File: src/rtl/mult_err_stats.sv
// Error-statistics collector for an approximate 16x16 signed multiplier: compares each
// approximate product against the exact one and accumulates error metrics over a fixed window.
module mult_err_stats #(
  parameter int N_SAMPLES = 1024,
  parameter int ACC_W     = 48,
  parameter int CNT_W     = $clog2(N_SAMPLES + 1)
) (
  input  logic                    i_clk,
  input  logic                    i_rst,
  input  logic                    i_clear,
  input  logic                    i_valid,
  output logic                    o_ready,
  input  logic signed [15:0]      i_a,
  input  logic signed [15:0]      i_b,
  input  logic signed [31:0]      i_z,
  output logic [CNT_W-1:0]        o_sample_cnt,
  output logic [CNT_W-1:0]        o_err_cnt,
  output logic [ACC_W-1:0]        o_sum_abs_err,
  output logic [32:0]             o_max_abs_err,
  output logic [ACC_W-1:0]        o_mean_abs_err,
  output logic                    o_done,
  output logic [1:0]              o_dbg_state
);

  localparam int               LOG2N = $clog2(N_SAMPLES);
  localparam logic [CNT_W-1:0] N_CNT = CNT_W'(N_SAMPLES);

  typedef enum logic [1:0] {
    ST_RUN   = 2'd0,
    ST_DRAIN = 2'd1,
    ST_DONE  = 2'd2
  } state_t;

  state_t             state_q, state_d;
  logic [CNT_W-1:0]   cnt_q, cnt_d;
  logic [CNT_W-1:0]   err_cnt_q, err_cnt_d;
  logic [ACC_W-1:0]   sum_q, sum_d;
  logic [32:0]        max_q, max_d;
  logic               s1_v_q, s1_v_d;
  logic signed [31:0] s1_exact_q, s1_exact_d;
  logic signed [31:0] s1_z_q, s1_z_d;
  logic               s2_v_q, s2_v_d;
  logic [32:0]        s2_abs_q, s2_abs_d;
  logic               s2_nz_q, s2_nz_d;

  logic               accept;
  logic signed [31:0] prod;
  logic signed [32:0] diff;
  logic [32:0]        abs_diff;
  logic [ACC_W:0]     sum_ext;

  // Handshake: a sample transfers on a cycle where i_valid and o_ready are both high;
  // o_ready depends only on registered state, never on i_valid.
  assign o_ready  = (state_q == ST_RUN) && (cnt_q < N_CNT);
  assign accept   = i_valid && o_ready;

  // Full-range signed product fits in 32 bits; the difference needs 33 to avoid overflow.
  assign prod     = i_a * i_b;
  assign diff     = {s1_z_q[31], s1_z_q} - {s1_exact_q[31], s1_exact_q};
  assign abs_diff = diff[32] ? 33'(-diff) : 33'(diff);
  assign sum_ext  = {1'b0, sum_q} + {{(ACC_W - 32){1'b0}}, s2_abs_q};

  always_comb begin
    state_d    = state_q;
    cnt_d      = cnt_q;
    err_cnt_d  = err_cnt_q;
    sum_d      = sum_q;
    max_d      = max_q;
    s1_v_d     = accept;
    s1_exact_d = s1_exact_q;
    s1_z_d     = s1_z_q;
    s2_v_d     = s1_v_q;
    s2_abs_d   = s2_abs_q;
    s2_nz_d    = s2_nz_q;

    if (accept) begin
      s1_exact_d = prod;
      s1_z_d     = i_z;
    end
    if (s1_v_q) begin
      s2_abs_d = abs_diff;
      s2_nz_d  = (diff != 33'sd0);
    end
    if (s2_v_q) begin
      sum_d     = sum_ext[ACC_W] ? {ACC_W{1'b1}} : sum_ext[ACC_W-1:0];
      err_cnt_d = err_cnt_q + CNT_W'(s2_nz_q);
      if (s2_abs_q > max_q) max_d = s2_abs_q;
    end

    case (state_q)
      ST_RUN: begin
        if (accept) begin
          cnt_d = cnt_q + 1'b1;
          if (cnt_q == N_CNT - 1'b1) state_d = ST_DRAIN;
        end
      end
      // With no new input, S2 empties on the same edge that S1 empties into it.
      ST_DRAIN: if (!s1_v_q) state_d = ST_DONE;
      ST_DONE:  state_d = ST_DONE;
      default:  state_d = ST_RUN;
    endcase

    if (i_clear) begin
      state_d   = ST_RUN;
      cnt_d     = '0;
      err_cnt_d = '0;
      sum_d     = '0;
      max_d     = '0;
      s1_v_d    = 1'b0;
      s2_v_d    = 1'b0;
    end
  end

  always_ff @(posedge i_clk or posedge i_rst) begin
    if (i_rst) begin
      state_q    <= ST_RUN;
      cnt_q      <= '0;
      err_cnt_q  <= '0;
      sum_q      <= '0;
      max_q      <= '0;
      s1_v_q     <= 1'b0;
      s1_exact_q <= '0;
      s1_z_q     <= '0;
      s2_v_q     <= 1'b0;
      s2_abs_q   <= '0;
      s2_nz_q    <= 1'b0;
    end else begin
      state_q    <= state_d;
      cnt_q      <= cnt_d;
      err_cnt_q  <= err_cnt_d;
      sum_q      <= sum_d;
      max_q      <= max_d;
      s1_v_q     <= s1_v_d;
      s1_exact_q <= s1_exact_d;
      s1_z_q     <= s1_z_d;
      s2_v_q     <= s2_v_d;
      s2_abs_q   <= s2_abs_d;
      s2_nz_q    <= s2_nz_d;
    end
  end

  assign o_sample_cnt   = cnt_q;
  assign o_err_cnt      = err_cnt_q;
  assign o_sum_abs_err  = sum_q;
  assign o_max_abs_err  = max_q;
  assign o_mean_abs_err = sum_q >> LOG2N;
  assign o_done         = (state_q == ST_DONE);
  assign o_dbg_state    = state_q;

endmodule

File: config.mk
export PLATFORM = sky130hd
export DESIGN_NAME = mult_err_stats
export DESIGN_NICKNAME = d
export VERILOG_FILES = /design/src/rtl/mult_err_stats.sv
export SDC_FILE = /design/constraint.sdc
export NUM_CORES = 1
export LEC_CHECK = 0
export CORE_MARGIN = 2
export CORE_UTILIZATION = 60
export DETAILED_ROUTE_END_ITERATION = 6
export PLACE_DENSITY = 0.87
export SKIP_CTS_REPAIR_TIMING = 1
export SLEW_MARGIN = 20
export SYNTH_ARGS = -nofsm -noshare
export SYNTH_HDL_FRONTEND = slang
export SYNTH_SLANG_ARGS = --single-unit
export TNS_END_PERCENT = 1
File: constraint.sdc
create_clock -name i_clk -period 18.1 [get_ports i_clk]
set_clock_uncertainty 0.1 [all_clocks]
set_input_delay 1.81 -clock i_clk [delete_from_list [all_inputs] [get_ports i_clk]]
set_output_delay 1.81 -clock i_clk [all_outputs]
set_load 0.02 [all_outputs]
* After elaboration in Yosys (flattened, before gate mapping)
Cells that the tools add are included.
** Storage, ports and cells
- Bits in registers :: 205
** Cells by class
- $add $sub $neg :: 5
- Multiply operators :: 1
- $lt $le $gt $ge :: 2
- Equality and inequality tests :: 6
- Multiplexer cells :: 19
- Reductions and logical operators :: 11
** Operators by type and width (count)
- 2-to-1 mux 48 bit :: 3
- 2-to-1 mux 33 bit :: 4
- 2-to-1 mux 11 bit :: 5
- adder 48 x 33 -> 49 bit :: 1
- > comparator 33 bit :: 1
- negator 33 bit :: 1
- nonzero test 33 bit :: 1
- subtractor 32 x 32 -> 33 bit :: 1
- multiplier 16 x 16 -> 32 bit :: 1
- adder 11 x 1 -> 11 bit :: 1
- adder 11 x 1 -> 11 bit, second input constant :: 1
- equality test 11 x 10 -> 1 bit, second input constant :: 1
- less-than comparator 11 bit, second input constant :: 1
- 2-to-1 mux 2 bit :: 4
- nonzero test 2 bit :: 4
- inequality test 3 bit, second input constant :: 2
- case mux 2 bit (3 select lines) :: 1
- AND reduction 2 bit :: 2
- inequality test 3 x 2 -> 1 bit, second input constant :: 1
- AND reduction 3 bit :: 1
- equality test 2 x 1 -> 1 bit, second input constant :: 1
- equality test 2 bit, second input constant :: 1
- logical AND 1 bit :: 2
- zero test 2 bit :: 1
- 2-to-1 mux 1 bit :: 2

* Longest topological paths before layout
- Depth after elaboration :: 6
- Gate-level depth with buffers :: 25
- Depth with buffers taken out :: 24

* Worst setup path after synthesis
No wires, ideal clock.
- Path type :: input-to-reg
- From :: input port i_a[5]
- To :: register s1_exact_q[30]
- Setup time :: 134 ps
- Data arrival time :: 7856 ps
- Setup slack :: 10010 ps
- Stages on the path :: 24
- Path through :: clkbuf_1 -> nand2_1 -> fa_1 -> inv_1 -> fa_1 -> inv_1 -> fa_1 -> inv_1 -> fa_1 -> fa_1 -> inv_1 -> fa_1 -> inv_1 -> ha_1 -> and4_1 -> and3_1 -> a211oi_1 -> nand3_1 -> and3_1 -> o41ai_1 -> o2111ai_1 -> a31oi_1 -> xnor2_1 -> o21ai_0
** Between the ends
- Word-level cells in the longest chain between the ends :: 1
** Ends and longest elaborated chain
- start, declared :: line 13 : input logic signed [15:0] i_a,
- multiplier 16 x 16 -> 32 bit :: line 58 : assign prod = i_a * i_b;
- end signal, assigned :: line 134 : s1_exact_q <= s1_exact_d;
- end, declared :: line 40 : logic signed [31:0] s1_exact_q, s1_exact_d;
No other way between the ends.
A chain may end at the register's enable or synchronous reset.

* Worst setup path in the final report
- From :: input port i_a[8]
- To :: register s1_exact_q[28]
The elaborated chain is that of the path after synthesis.

==> PnR_summary.wiki <==
{| class="wikitable"
! Metric !! Value
|-
| Share of the yosys chip area belonging to registers || 21.5%
|-
| Post-route ant nets || 0
|-
| Final-report max-slew violation count || 0
|-
| Result of the run || completed
|-
| Destination of the worst register-to-register timing path || s2_nz_q
|-
| Setup repair after global routing missed its margin || false
|-
| Share of layout cells above drive strength 1 || 3.21%
|-
| Die Span X || 203 um
|-
| GRT Util Overall || 29.5%
|-
| Worst relative slew slack || 39.1%
|-
| Transition at the pin with the smallest max-transition slack || 0.913 ns
|-
| Startpoint of the most critical hold path || s1_exact_q[24]
|-
| Logic gate share of total power || 79.7%
|-
| Endpoint of the worst hold-timing path || s1_exact_q[24]
|-
| Setup Total Neg Slack || 0 ns
|-
| CTS buffer count || 21
|-
| Internal power consumption || 2.72 mW
|-
| Worst r2r path cells || 12
|-
| Share of synthesized registers carrying an async set or reset || 100%
|-
| N_diodes || 0
|-
| Number of different library cells in the post-synthesis netlist || 87
|-
| Vias in the first global route || 20200
|-
| Full die area || 41400 sq um
|-
| Level count of the clock H-tree || 1
|-
| Most used DFF post-synth || sky130_fd_sc_hd__dfrtp_1
|-
| Number of nets in the finished design || 3367
|-
| Number of iterations in the first detailed-routing pass || 7
|-
| Post-synthesis area per instance || 8.71 sq um
|-
| Number of cells on the worst hold path || 2
|-
| Final hold violation count || 0
|-
| # port buffers || 212
|-
| Post-Route WL || 60300 um
|-
| Critical path start-end classification || in2reg
|-
| Hold WC Path Type || reg2reg
|-
| Synth top area share || 22.1%
|-
| Via count normalized by instance count || 5.77
|-
| Clock buffer depth || 3
|-
| Post-DP HPWL || 48300 um
|-
| Starting DRT DRC Count || 1159
|-
| TritonCTS clock tree || built
|-
| Post-synth design cell area || 23900 sq um
|-
| Worst IR drop on VDD || 222 uV
|-
| Global-route wire length before repair || 99600 um
|-
| Pre-CTS worst setup slack || 8.57 ns
|-
| Register bit total from synthesis || 205
|-
| Shortest clock period the worst path allows after layout || 9.08 ns
|-
| Flop2flop setup slack || 13.46 ns
|-
| Number of enable-type register cells in the synthesized netlist || 0
|-
| Synthesized netlist cell count || 2741
|-
| MaxCap Viol Count || 0
|-
| Initial Utilization || 60.5%
|-
| Placeable core region || 39500 sq um
|-
| Syn-to-layout area delta || 12.1%
|-
| Crit start category || input port
|-
| Min setup slack post-route || 9.02 ns
|-
| WL per Instance || 17.8 um
|-
| Filler cells || 3191
|-
| Final Wtd Congestion || 0.930
|-
| Clock-pin slew reported for the worst setup and hold paths after clock tree synthesis || 0.06 ns
|-
| Clk sink count || 205
|-
| Number of remaining DRC errors || 0
|-
| Data arrival time of the worst path || 9.34 ns
|-
| Yosys top cell by area || sky130_fd_sc_hd__fa_1
|-
| Initial antenna violation count || 0
|-
| Areal power density over the cells || 208 nW/um^2
|-
| Root Buffer || sky130_fd_sc_hd__clkbuf_16
|-
| Period Utilization, post-route || 50.2%
|-
| Portion of total power attributed to sequential cells || 12.0%
|-
| CP Max Fanout || 16
|-
| Setup violators final || 0
|-
| Biggest area contributors in the synthesized netlist || sky130_fd_sc_hd__fa_1 22%, sky130_fd_sc_hd__dfrtp_1 21%, sky130_fd_sc_hd__ha_1 9.8%
|-
| Clock network power share || 8.3%
|-
| Yosys warnings || 0
|-
| Net switching power || 2.86 mW
|-
| Hold WS || 0.381 ns
|-
| Maximum number of pins on one net before global-route repair || 145
|-
| Height of the chip || 203 um
|-
| Req. time, crit path || 18.36 ns
|-
| Startpoint of the worst-slack reg-to-reg timing path || s1_exact_q[6]
|-
| Standard-cell rows || 73
|-
| Maximum frequency from static timing analysis || 110 MHz
|-
| Net switching fraction of the power || 51.3%
|-
| Routed via count || 19500
|-
| Number of ports placed on the die boundary || 223
|-
| Worst-Skew Late Latency || 0.51 ns
|-
| Total congestion overflow after global routing || 0
|-
| Sort of element at the end of the critical path || flop
|-
| Static power due to leakage || 13.0 nW
|}
==> layout by cell type (no fill, tap or decap), types with 7 or more instances in the layout <==
cell type,n
sky130_fd_sc_hd__inv_1,419
sky130_fd_sc_hd__nand2_1,343
sky130_fd_sc_hd__fa_1,264
sky130_fd_sc_hd__clkdlybuf4s50_1,211
sky130_fd_sc_hd__nor2_1,209
sky130_fd_sc_hd__dfrtp_1,203
sky130_fd_sc_hd__ha_1,187
sky130_fd_sc_hd__a21oi_1,128
sky130_fd_sc_hd__and2_1,128
sky130_fd_sc_hd__o21ai_0,102
sky130_fd_sc_hd__xnor2_1,76
sky130_fd_sc_hd__xor2_1,49
sky130_fd_sc_hd__a21o_1,48
sky130_fd_sc_hd__mux2i_1,44
sky130_fd_sc_hd__nand3_1,37
sky130_fd_sc_hd__nor3_1,28
sky130_fd_sc_hd__a311oi_1,25
sky130_fd_sc_hd__nand4_1,25
sky130_fd_sc_hd__a31oi_1,23
sky130_fd_sc_hd__clkbuf_16,21
sky130_fd_sc_hd__o21a_1,20
sky130_fd_sc_hd__and3_1,19
sky130_fd_sc_hd__nor2b_1,16
sky130_fd_sc_hd__o21bai_1,15
sky130_fd_sc_hd__or3_1,14
sky130_fd_sc_hd__o22ai_1,14
sky130_fd_sc_hd__nand2b_1,13
sky130_fd_sc_hd__a211oi_1,13
sky130_fd_sc_hd__o2111ai_1,12
sky130_fd_sc_hd__buf_4,11
sky130_fd_sc_hd__conb_1,10
sky130_fd_sc_hd__nor4_1,7
sky130_fd_sc_hd__o211ai_1,7
==> routing by layer <==
layer,vias up,share of wire [%],track usage [%]
met5,-,0,0
met4,0,3.1,9.88
met3,127,5.3,2.75
met2,640,51,53.7
met1,9692,40,36.9
li1,9089,-,-
==> registers in the layout, indices dropped and copies added (netlist names) <==
| register | cells |
|---|---|
| o_dbg_state | 2 |
| s1_v_q | 1 |
| o_sample_cnt | 11 |
| s1_exact_q | 32 |
| s2_abs_q | 33 |
| o_err_cnt | 11 |
| o_max_abs_err | 33 |
| s2_v_q | 1 |
| s1_z_q | 32 |
| s2_nz_q | 1 |
| o_sum_abs_err | 48 |
==> metrics by stage <==
step                cell area, sq um  total power, mW  instances  util, %
floorplan                      23900             4.13       2750        -
global placement               26000             4.88       3349     65.9
detailed placement             26000             5.07       3349     65.9
CTS                            26700             5.57       3387     67.8
global route                   26800             6.20       3388     67.8
finish                         26800             5.58       3388     67.8
==> worst max-delay path, stage by stage <==
cell and delay [ns]:
sky130_fd_sc_hd__clkdlybuf4s50_1 0.78, sky130_fd_sc_hd__and2_1 0.38, sky130_fd_sc_hd__fa_1 0.53, sky130_fd_sc_hd__inv_1 0.06
sky130_fd_sc_hd__fa_1 0.52, sky130_fd_sc_hd__fa_1 0.51, sky130_fd_sc_hd__inv_1 0.05, sky130_fd_sc_hd__fa_1 0.48
sky130_fd_sc_hd__fa_1 0.54, sky130_fd_sc_hd__inv_1 0.05, sky130_fd_sc_hd__fa_1 0.52, sky130_fd_sc_hd__inv_1 0.04
sky130_fd_sc_hd__ha_1 0.35, sky130_fd_sc_hd__and4_1 0.21, sky130_fd_sc_hd__and3_1 0.19, sky130_fd_sc_hd__a211oi_1 0.24
sky130_fd_sc_hd__nand3_1 0.24, sky130_fd_sc_hd__and3_1 0.28, sky130_fd_sc_hd__o41ai_1 0.76, sky130_fd_sc_hd__o2111ai_1 0.26
sky130_fd_sc_hd__a21oi_1 0.25, sky130_fd_sc_hd__xor2_1 0.18, sky130_fd_sc_hd__o21ai_0 0.09
==> Yosys cell counts (28+ instances only) <==
library cell / number
sky130_fd_sc_hd__clkbuf_1: 83
sky130_fd_sc_hd__fa_1: 264
sky130_fd_sc_hd__dfrtp_1: 205
sky130_fd_sc_hd__ha_1: 187
sky130_fd_sc_hd__xnor2_1: 76
sky130_fd_sc_hd__inv_1: 420
sky130_fd_sc_hd__a21o_1: 48
sky130_fd_sc_hd__nor3_1: 28
sky130_fd_sc_hd__mux2i_1: 44
sky130_fd_sc_hd__nand3_1: 37
sky130_fd_sc_hd__nand2_1: 344
sky130_fd_sc_hd__a21oi_1: 128
sky130_fd_sc_hd__xor2_1: 49
sky130_fd_sc_hd__buf_4: 48
sky130_fd_sc_hd__nor2_1: 209
sky130_fd_sc_hd__and2_1: 129
sky130_fd_sc_hd__o21ai_0: 102
==> layout make-up <==
cell class / count / area [sq um] / share of cell area, %
clock buffer: 25 / 581 / 2.17
sequential: 205 / 5130 / 19.2
inverter: 420 / 1580 / 5.92
multi-input combinational: 1977 / 16400 / 61.4
tap: 525 / 657 / 2.45
clock inverter: 13 / 160 / 0.598
timing repair buffer: 223 / 2220 / 8.30
==> worst max path at each step <==
stage | start | to | slack [ns] | cells past startpoint
CTS | i_a[8] | s1_exact_q[28] | 9.10 | 23
floorplan | i_a[5] | s1_exact_q[30] | 10.01 | 24
global route | i_a[8] | s1_exact_q[28] | 8.52 | 23
finish | i_a[8] | s1_exact_q[28] | 9.02 | 23
global placement | i_a[8] | s1_exact_q[30] | 8.79 | 23
detailed placement | i_a[8] | s1_exact_q[28] | 8.57 | 23
==> power groups by stage <==
stage	sequential (mW)	combinational [mW]	clock, mW
after CTS	0.665	4.43	0.474
after detailed placement	0.673	4.40	0
after global routing	0.677	5.03	0.492
after global placement	0.667	4.21	0
final	0.667	4.45	0.466
after floorplan	0.647	3.49	0
==> cells by family (layout without fill, tap and decap cells) <==
logic type	count (synthesis)	in the layout	synth area share (%)
AND/OR/NAND/NOR	873	873	17.1
XOR/XNOR	125	125	4.59
flip-flops	205	205	21.5
AO/OA/AOI/OAI	468	468	12.8
other	1	10	0.0157
buffers and inverters	568	681	9.91
multiplexers	50	50	2.13
adder cells (fa/ha/maj)	451	451	31.9
No activity file was read; power rests on OpenSTA's default activity.
